**config.mk**
```make
export PLATFORM = sky130hd
export DESIGN_NAME = bcd_7seg_seq_conv
export DESIGN_NICKNAME = d
export VERILOG_FILES = /design/src/rtl/bcd_7seg_seq_conv.sv
export SDC_FILE = /design/constraint.sdc
export NUM_CORES = 1
export LEC_CHECK = 0
export ABC_AREA = 1
export CORE_ASPECT_RATIO = 0.7
export CORE_UTILIZATION = 50
export CTS_CLUSTER_SIZE = 25
export DETAILED_ROUTE_END_ITERATION = 6
export PLACE_DENSITY_LB_ADDON = 0.2
export SYNTH_ARGS = -nofsm -noshare
export SYNTH_HDL_FRONTEND = slang
export SYNTH_SLANG_ARGS = --single-unit
export TNS_END_PERCENT = 10
```
**constraint.sdc**
```tcl
create_clock -name clk -period 5.6 [get_ports clk]
set_input_delay 1.12 -clock clk [delete_from_list [all_inputs] [get_ports clk]]
set_output_delay 1.12 -clock clk [all_outputs]
set_load 0.05 [all_outputs]
```
**src/rtl/bcd_7seg_seq_conv.sv**
```systemverilog
// bcd_7seg_seq_conv: sequential double-dabble binary-to-BCD converter with a
// multi-digit active-low 7-segment driver. One input bit is consumed per clock,
// and a start/busy/done handshake controls each conversion.
// Optional build macro BCD_LEADING_ZERO_BLANK_EN blanks leading zero digits
// (digit 0 is always shown). Without the macro, every digit displays its value.
module bcd_7seg_seq_conv #(
    parameter int BIN_W  = 8,
    parameter int DIGITS = 3
) (
    input  logic                  clk,
    input  logic                  rst_n,
    input  logic                  start,
    input  logic [BIN_W-1:0]      bin,
    output logic                  busy,
    output logic                  done,
    output logic [4*DIGITS-1:0]   bcd,
    output logic [7*DIGITS-1:0]   seg
);

    localparam int CNT_W = (BIN_W > 1) ? $clog2(BIN_W) : 1;
    localparam int BCD_W = 4 * DIGITS;
    localparam int SEG_W = 7 * DIGITS;
    localparam int SR_W  = BCD_W + BIN_W;

    // True when DIGITS decimal digits can hold the largest BIN_W-bit value.
    function automatic bit range_ok(input int bw, input int dg);
        longint unsigned p;
        longint unsigned mx;
        bit              ok;
        p  = 64'd1;
        ok = 1'b0;
        mx = (bw >= 64) ? 64'hFFFF_FFFF_FFFF_FFFF : ((64'd1 << bw) - 64'd1);
        for (int i = 0; i < dg; i++) begin
            if (!ok) begin
                p = p * 64'd10;
                if (p > mx) ok = 1'b1;
            end
        end
        return ok;
    endfunction

    if (BIN_W < 1) begin : g_bad_bin_w
        $error("bcd_7seg_seq_conv: BIN_W must be >= 1");
    end
    if (!range_ok(BIN_W, DIGITS)) begin : g_bad_digits
        $error("bcd_7seg_seq_conv: DIGITS too small for BIN_W");
    end

    // Active-low segment pattern {g,f,e,d,c,b,a} for one BCD digit.
    function automatic logic [6:0] seg_of(input logic [3:0] d);
        case (d)
            4'd0:    seg_of = 7'b1000000;
            4'd1:    seg_of = 7'b1111001;
            4'd2:    seg_of = 7'b0100100;
            4'd3:    seg_of = 7'b0110000;
            4'd4:    seg_of = 7'b0011001;
            4'd5:    seg_of = 7'b0010010;
            4'd6:    seg_of = 7'b0000010;
            4'd7:    seg_of = 7'b1111000;
            4'd8:    seg_of = 7'b0000000;
            4'd9:    seg_of = 7'b0010000;
            default: seg_of = 7'b1111111;
        endcase
    endfunction

    typedef enum logic {
        S_IDLE = 1'b0,
        S_CONV = 1'b1
    } state_t;

    state_t             r_state;
    logic               r_busy;
    logic               r_done;
    logic [BCD_W-1:0]   r_bcd;
    logic [SEG_W-1:0]   r_seg;
    logic [BIN_W-1:0]   r_shift;
    logic [BCD_W-1:0]   r_scratch;
    logic [CNT_W-1:0]   r_cnt;

    logic [BCD_W-1:0]   w_adj;
    logic [SR_W-1:0]    w_shifted;
    logic [BCD_W-1:0]   w_scratch_nx;
    logic [BIN_W-1:0]   w_shift_nx;
    logic [SEG_W-1:0]   w_seg_nx;
`ifdef BCD_LEADING_ZERO_BLANK_EN
    logic               w_hi_zero;
`endif

    // One double-dabble step: add 3 to every digit >= 5, then shift left by one.
    always_comb begin
        w_adj = r_scratch;
        for (int i = 0; i < DIGITS; i++) begin
            if (r_scratch[4*i +: 4] >= 4'd5)
                w_adj[4*i +: 4] = r_scratch[4*i +: 4] + 4'd3;
        end
        w_shifted    = {w_adj, r_shift} << 1;
        w_scratch_nx = w_shifted[BIN_W +: BCD_W];
        w_shift_nx   = w_shifted[BIN_W-1:0];
    end

    // Segment image of the step result; it is only latched on the final step.
    always_comb begin
        w_seg_nx = '1;
`ifdef BCD_LEADING_ZERO_BLANK_EN
        w_hi_zero = 1'b1;
`endif
        for (int i = DIGITS - 1; i >= 0; i--) begin
            w_seg_nx[7*i +: 7] = seg_of(w_scratch_nx[4*i +: 4]);
`ifdef BCD_LEADING_ZERO_BLANK_EN
            if (w_scratch_nx[4*i +: 4] != 4'd0)
                w_hi_zero = 1'b0;
            if ((i > 0) && w_hi_zero)
                w_seg_nx[7*i +: 7] = 7'b1111111;
`endif
        end
    end

    // Control FSM with registered outputs; results only move to bcd/seg on the last step.
    always_ff @(posedge clk or negedge rst_n) begin
        if (!rst_n) begin
            r_state   <= S_IDLE;
            r_busy    <= 1'b0;
            r_done    <= 1'b0;
            r_bcd     <= '0;
            r_seg     <= '1;
            r_shift   <= '0;
            r_scratch <= '0;
            r_cnt     <= '0;
        end else begin
            r_done <= 1'b0;
            case (r_state)
                S_IDLE: begin
                    if (start) begin
                        r_shift   <= bin;
                        r_scratch <= '0;
                        r_cnt     <= CNT_W'(BIN_W - 1);
                        r_busy    <= 1'b1;
                        r_state   <= S_CONV;
                    end
                end
                S_CONV: begin
                    r_shift   <= w_shift_nx;
                    r_scratch <= w_scratch_nx;
                    r_cnt     <= r_cnt - CNT_W'(1);
                    if (r_cnt == '0) begin
                        r_bcd   <= w_scratch_nx;
                        r_seg   <= w_seg_nx;
                        r_done  <= 1'b1;
                        r_busy  <= 1'b0;
                        r_state <= S_IDLE;
                    end
                end
                default: begin
                    r_busy  <= 1'b0;
                    r_state <= S_IDLE;
                end
            endcase
        end
    end

    assign busy = r_busy;
    assign done = r_done;
    assign bcd  = r_bcd;
    assign seg  = r_seg;

endmodule
```
* Word-level counts from Yosys, hierarchy flattened *
Memories as Yosys holds them, arrays and structs flattened. A register that Yosys moved wholly into a read port is not among the register bits.
Cells that the tools add are included.

word-level totals
  register bits = 38
  ROM bits = 336
  input bits = 11
  output and inout port bits = 35
  word-level logic and storage cells = 43
  memories = 3

operators by class
  add/subtract/negate cells = 4
  order comparisons = 3
  equal/unequal tests = 2
  mux-type cells = 17
  bitwise logic cells = 1
  reductions and logical operators = 6

memory list
  name             words  width  read ports  clocked after memory_dff  wr ports  line  RTL
  (no name shown)  16     7      1           1                         0         51    case (d)
  (no name shown)  16     7      1           1                         0         51
  (no name shown)  16     7      1           1                         0         51

operators by type and width
  cell                                                                      count
  12-bit case mux with 2 select lines                                       1
  8-bit case mux with 2 select lines                                        1
  4-bit by 3-bit >= comparator with 1-bit output (second input constant)    3
  12-bit two-way mux                                                        1
  4-bit by 2-bit adder with 4-bit output (second input constant)            2
  4-bit two-way mux                                                         2
  8-bit two-way mux                                                         1
  1-bit two-way mux                                                         6
  3-bit two-way mux                                                         2
  3-bit case mux with 2 select lines                                        1
  1-bit case mux with 2 select lines                                        2
  2-bit AND reduction                                                       2
  3-bit by 2-bit adder with 3-bit output (second input constant)            1
  1-bit logical NOT                                                         3
  3-bit logical NOT                                                         1
  3-bit by 1-bit subtractor with 3-bit output (second input constant)       1
  2-bit by 1-bit inequality test with 1-bit output (second input constant)  1
  2-bit inequality test (second input constant)                             1
  1-bit inverter                                                            1

* Longest topological paths before layout *
  depth after elaboration = 3
  depth in mapped cells = 14
  depth with buffers taken out = 14

* Least setup slack after synthesis *
OpenSTA, ideal clock, no wires.

  path type = flip-flop to flip-flop
  start point = reg r_scratch[4]
  end point = reg r_seg[11], in the netlist seg[11]
  data arrival time = 1.796 ns
  required time = 5.540 ns
  path slack = 3.744 ns
  stages on the path, launching flop included = 13
  period minus slack after synthesis = 1.856 ns
  path through = dfrtp_1 > inv_1 > ha_1 > inv_1 > nand2_2 > nand3_4 > xor2_4 > inv_2 > ha_1 > or2_0 > nand3_1 > nand2_1 > nand2_1

between the ends
  cells in the longest elaborated chain, start to end = 2

RTL lines
  element                                                                                                          line    RTL
  from (decl)                                                                                                      77      logic [BCD_W-1:0] r_scratch;
  from (signal assigned)                                                                                           143     r_scratch <= w_scratch_nx;
  4-bit by 2-bit adder with 4-bit output / 4-bit by 3-bit >= comparator with 1-bit output (equally long branches)  94, 93
  4-bit two-way mux (*)                                                                                            93      if (r_scratch[4*i +: 4] >= 4'd5)
  to (decl)                                                                                                        75      logic [SEG_W-1:0] r_seg;

Mark *: on every way between the ends. The rest lies on a longest branch, timed or not.
A chain may end at the register's enable or synchronous reset.

* Final worst setup path *
  start point = reg r_seg[10], in the netlist seg[10]
  end point = out seg[10]

RTL lines
  element    line  RTL
  to (decl)  17    output logic [7*DIGITS-1:0] seg

No word-level cell between the ends.

==> impl_results.md <==
* Vias in the first global route at roughly 2200
* Sequential fraction of the synthesis area at 48.9%
* Synth top area share at between 30 and 40%
* Post-synth top cells: 99 x nand2_1, 38 x dfrtp_1, 36 x inv_1, 32 x nand3_1, 24 x nor2_1
* Hold buffer count at cts at 0
* Clock Tree Buf Depth at 2
* Area contributors post-synth: dfrtp_1 31%, dfstp_2 18%, nand2_1 12%, ha_1 8.6%, nand3_1 5.2%
* Crit-path leading delay family: buffers and inverters
* Vias/cell at 5.08
* Peak Freq at 358 MHz
* Ant diodes at 0
* Setup TNS at 0 ns
* Slowest-stage cell, CP: clkdlybuf4s50_1
* Pin count of the biggest net entering global routing at 60
* Number of synthesized flops with an enable pin at 0
* Cell Area, Synth at 3070 um2
* Actual slew at the worst max-slew pin at 0.717 ns
* Area growth syn-to-layout at 23.4%
* Count leader, synth: nand2_1
* Maxcap violations at 0
* Clock buffer count from CTS at 9
* Period minus WS final at approximately 2.8 ns
* Port bufs at 45
* Outcome: finished clean
* Post-cts sizing count at 0
* Total Wirelength at 6250 um
* YS warnings at 0
* Share of cells above drive strength 1 at between 10 and 15%
* I/O pins at between 40 and 50
* Distinct cells, synth at 32
* CP Cell Sequence: clkdlybuf4s50_1
* Reg2Reg Capture Point: seg[1]$_DFFE_PN1P_
* Setup violators final at 0
* R2R setup slack at 3.35 ns
* Max Clock Skew at 0.00552 ns
* Reg2Reg Depth at 6
* Overflow after GRT at 0
* Worst Path Buf+Inv at 1
* # nets final at 436
* Die X-Extent at 95.7 um
* Cell taking the most area after synthesis: dfrtp_1
* Remaining DRCs at 0
* GPL Wtd Cong at 0.813
* Synth async-reset ratio at 100%
* Vias at 2458
* Startpoint types: flop
* Cell Rows at 23
* Hold Startpoint: seg[18]$_DFFE_PN1P_
* Hold Vio Cnt, Final at 0
* Clk sinks at 59
* CTS Root Buffer Type: clkbuf_8
* TritonRoute pass-1 iters at 4
* Clk Latency, worst-skew pair at about 0.34 ns
* Initial antenna violation count at 0
* Arr. time, crit path at 1.67 ns
* CP required at 4.48 ns
* H-tree depth at 3
* Post-CTS setup buffers at 0
* Dpl hpwl at 4280 um
* Ys flop type: dfrtp_1
* Worst hold stages at 2
* Critical path's largest stage delay at 0.80 ns
* First-pass GRT wire length at just over 10000 um
* Hold endpoint: seg[18]$_DFFE_PN1P_
* Final ANT Viol Nets at 0
* Cells after Synth at 357
* Fin crit share at around half
* Syn_area_per_cell at between 8 and 9 um2
* Worst setup path class: reg2out
* Die area at 6470 um2
* Reg2reg start: r_state$_DFF_PN0_
* Total GRT Usage at 21.5%
* Initial Util at between 50 and 60%
* Core Area at 5810 um2
* Syn nets at 389
* Layout Utilization at between 60% and 70%
* Hold WC Path Type: reg2reg
* CTS clk-pin slew, worst paths at ~0.060 ns
* RSZ-0062 raised after global routing: false
* CP Max Fanout at 2
* Iteration-0 DRC Markers at around 130
* Crit path capture type: output pin
* TritonCTS clock tree: yes
* Max-slew violations at 0
* Relative slew slack at 52.2%
* Die height at 67.6 um
* Yosys reg bits at just under 60
* DR WL/cell at 12.9 um
-- metrics by stage --
stage | hold WS, ns | worst slack (ns) | instances | cell area (um2)
final | 0.471 | 2.81 | 484 | 3790
after global routing | 0.484 | 2.77 | 484 | 3790
after CTS | 0.471 | 2.79 | 484 | 3790
after detailed placement | 0.458 | 2.80 | 468 | 3560
after global placement | 0.460 | 2.88 | 468 | 3560
after floorplan | 0.450 | 3.74 | 357 | 3070
-- routing by layer --
metal  vias up  global-route usage, %  routed length, um
li1       1246                      -                  -
met1      1147                   29.7               3070
met2        54                   32.6               2790
met3        11                   6.31                310
met4         0                   7.09                 74
met5         -                      0                  0
-- registers in the layout (all words and copies together) (netlist names) --
signal and cells:
seg 21, bcd 12, r_shift 8, busy 1, r_state 1, r_scratch 12, done 1, r_cnt 3
-- layout by cell type (no fill, tap or decap) --
| cell | n |
|---|---|
| a21oi_1 | 9 |
| nor2_1 | 24 |
| nand2_4 | 1 |
| clkinv_1 | 1 |
| clkinv_2 | 1 |
| clkbuf_1 | 1 |
| o211ai_1 | 5 |
| o21ai_1 | 2 |
| a31oi_1 | 1 |
| nand3_2 | 3 |
| o21ai_2 | 2 |
| nand3b_1 | 1 |
| nand3_4 | 1 |
| nand2_1 | 99 |
| nand3_1 | 32 |
| inv_2 | 5 |
| a22oi_1 | 2 |
| buf_2 | 1 |
| xor2_4 | 1 |
| inv_1 | 36 |
| nand4_1 | 4 |
| bufinv_16 | 2 |
| or2_0 | 1 |
| o21ai_0 | 14 |
| dfrtp_1 | 38 |
| clkbuf_8 | 11 |
| a21oi_2 | 1 |
| nand2_2 | 8 |
| o22ai_1 | 12 |
| buf_4 | 1 |
| or2_1 | 1 |
| nor2_2 | 1 |
| ha_1 | 21 |
| dfstp_2 | 21 |
| clkinvlp_4 | 1 |
| clkdlybuf4s50_1 | 44 |
-- logic make-up after synthesis --
kind of cell               Yosys count  synth area share, %
DFF                                 59                 48.9
and+or+nand+nor                    176                 25.4
buffers and inverters               52                 6.92
AOI/OAI and AO/OA                   48                 9.28
xor gates and xnor gates             1                0.896
adders and majority gates           21                 8.55
-- worst min-delay path, cell delays in order, from the launching register on --
cell	delay (ns)
dfstp_2	0.37
nand2_1	0.05
nand2_1	0.05
-- how the worst max path moves through the flow --
| stage | start | endpoint | cells past startpoint |
|---|---|---|---|
| after global placement | start | r_shift[7]$_DFFE_PN0P_ | 4 |
| after floorplan | r_scratch[4]$_DFFE_PN0P_ | seg[11]$_DFFE_PN1P_ | 12 |
| after CTS | seg[8]$_DFFE_PN1P_ | seg[8] | 1 |
| after global routing | seg[10]$_DFFE_PN1P_ | seg[10] | 1 |
| after detailed placement | start | r_scratch[11]$_DFFE_PN0P_ | 4 |
| final | seg[10]$_DFFE_PN1P_ | seg[10] | 1 |
-- layout make-up --
type / instances / area (um2)
Clock buffer: 12 / 155
Clock inverter: 4 / 72.6
Fill cell: 495 / 2020
Inverter: 42 / 158
Multi-Input combinational cell: 246 / 1360
Sequential cell: 59 / 1500
Tap cell: 75 / 93.8
Timing Repair Buffer: 46 / 453
Power is left out: the tool's default activity adds up to more than one toggle a clock period on the data nets, which glitch-free logic cannot reach.
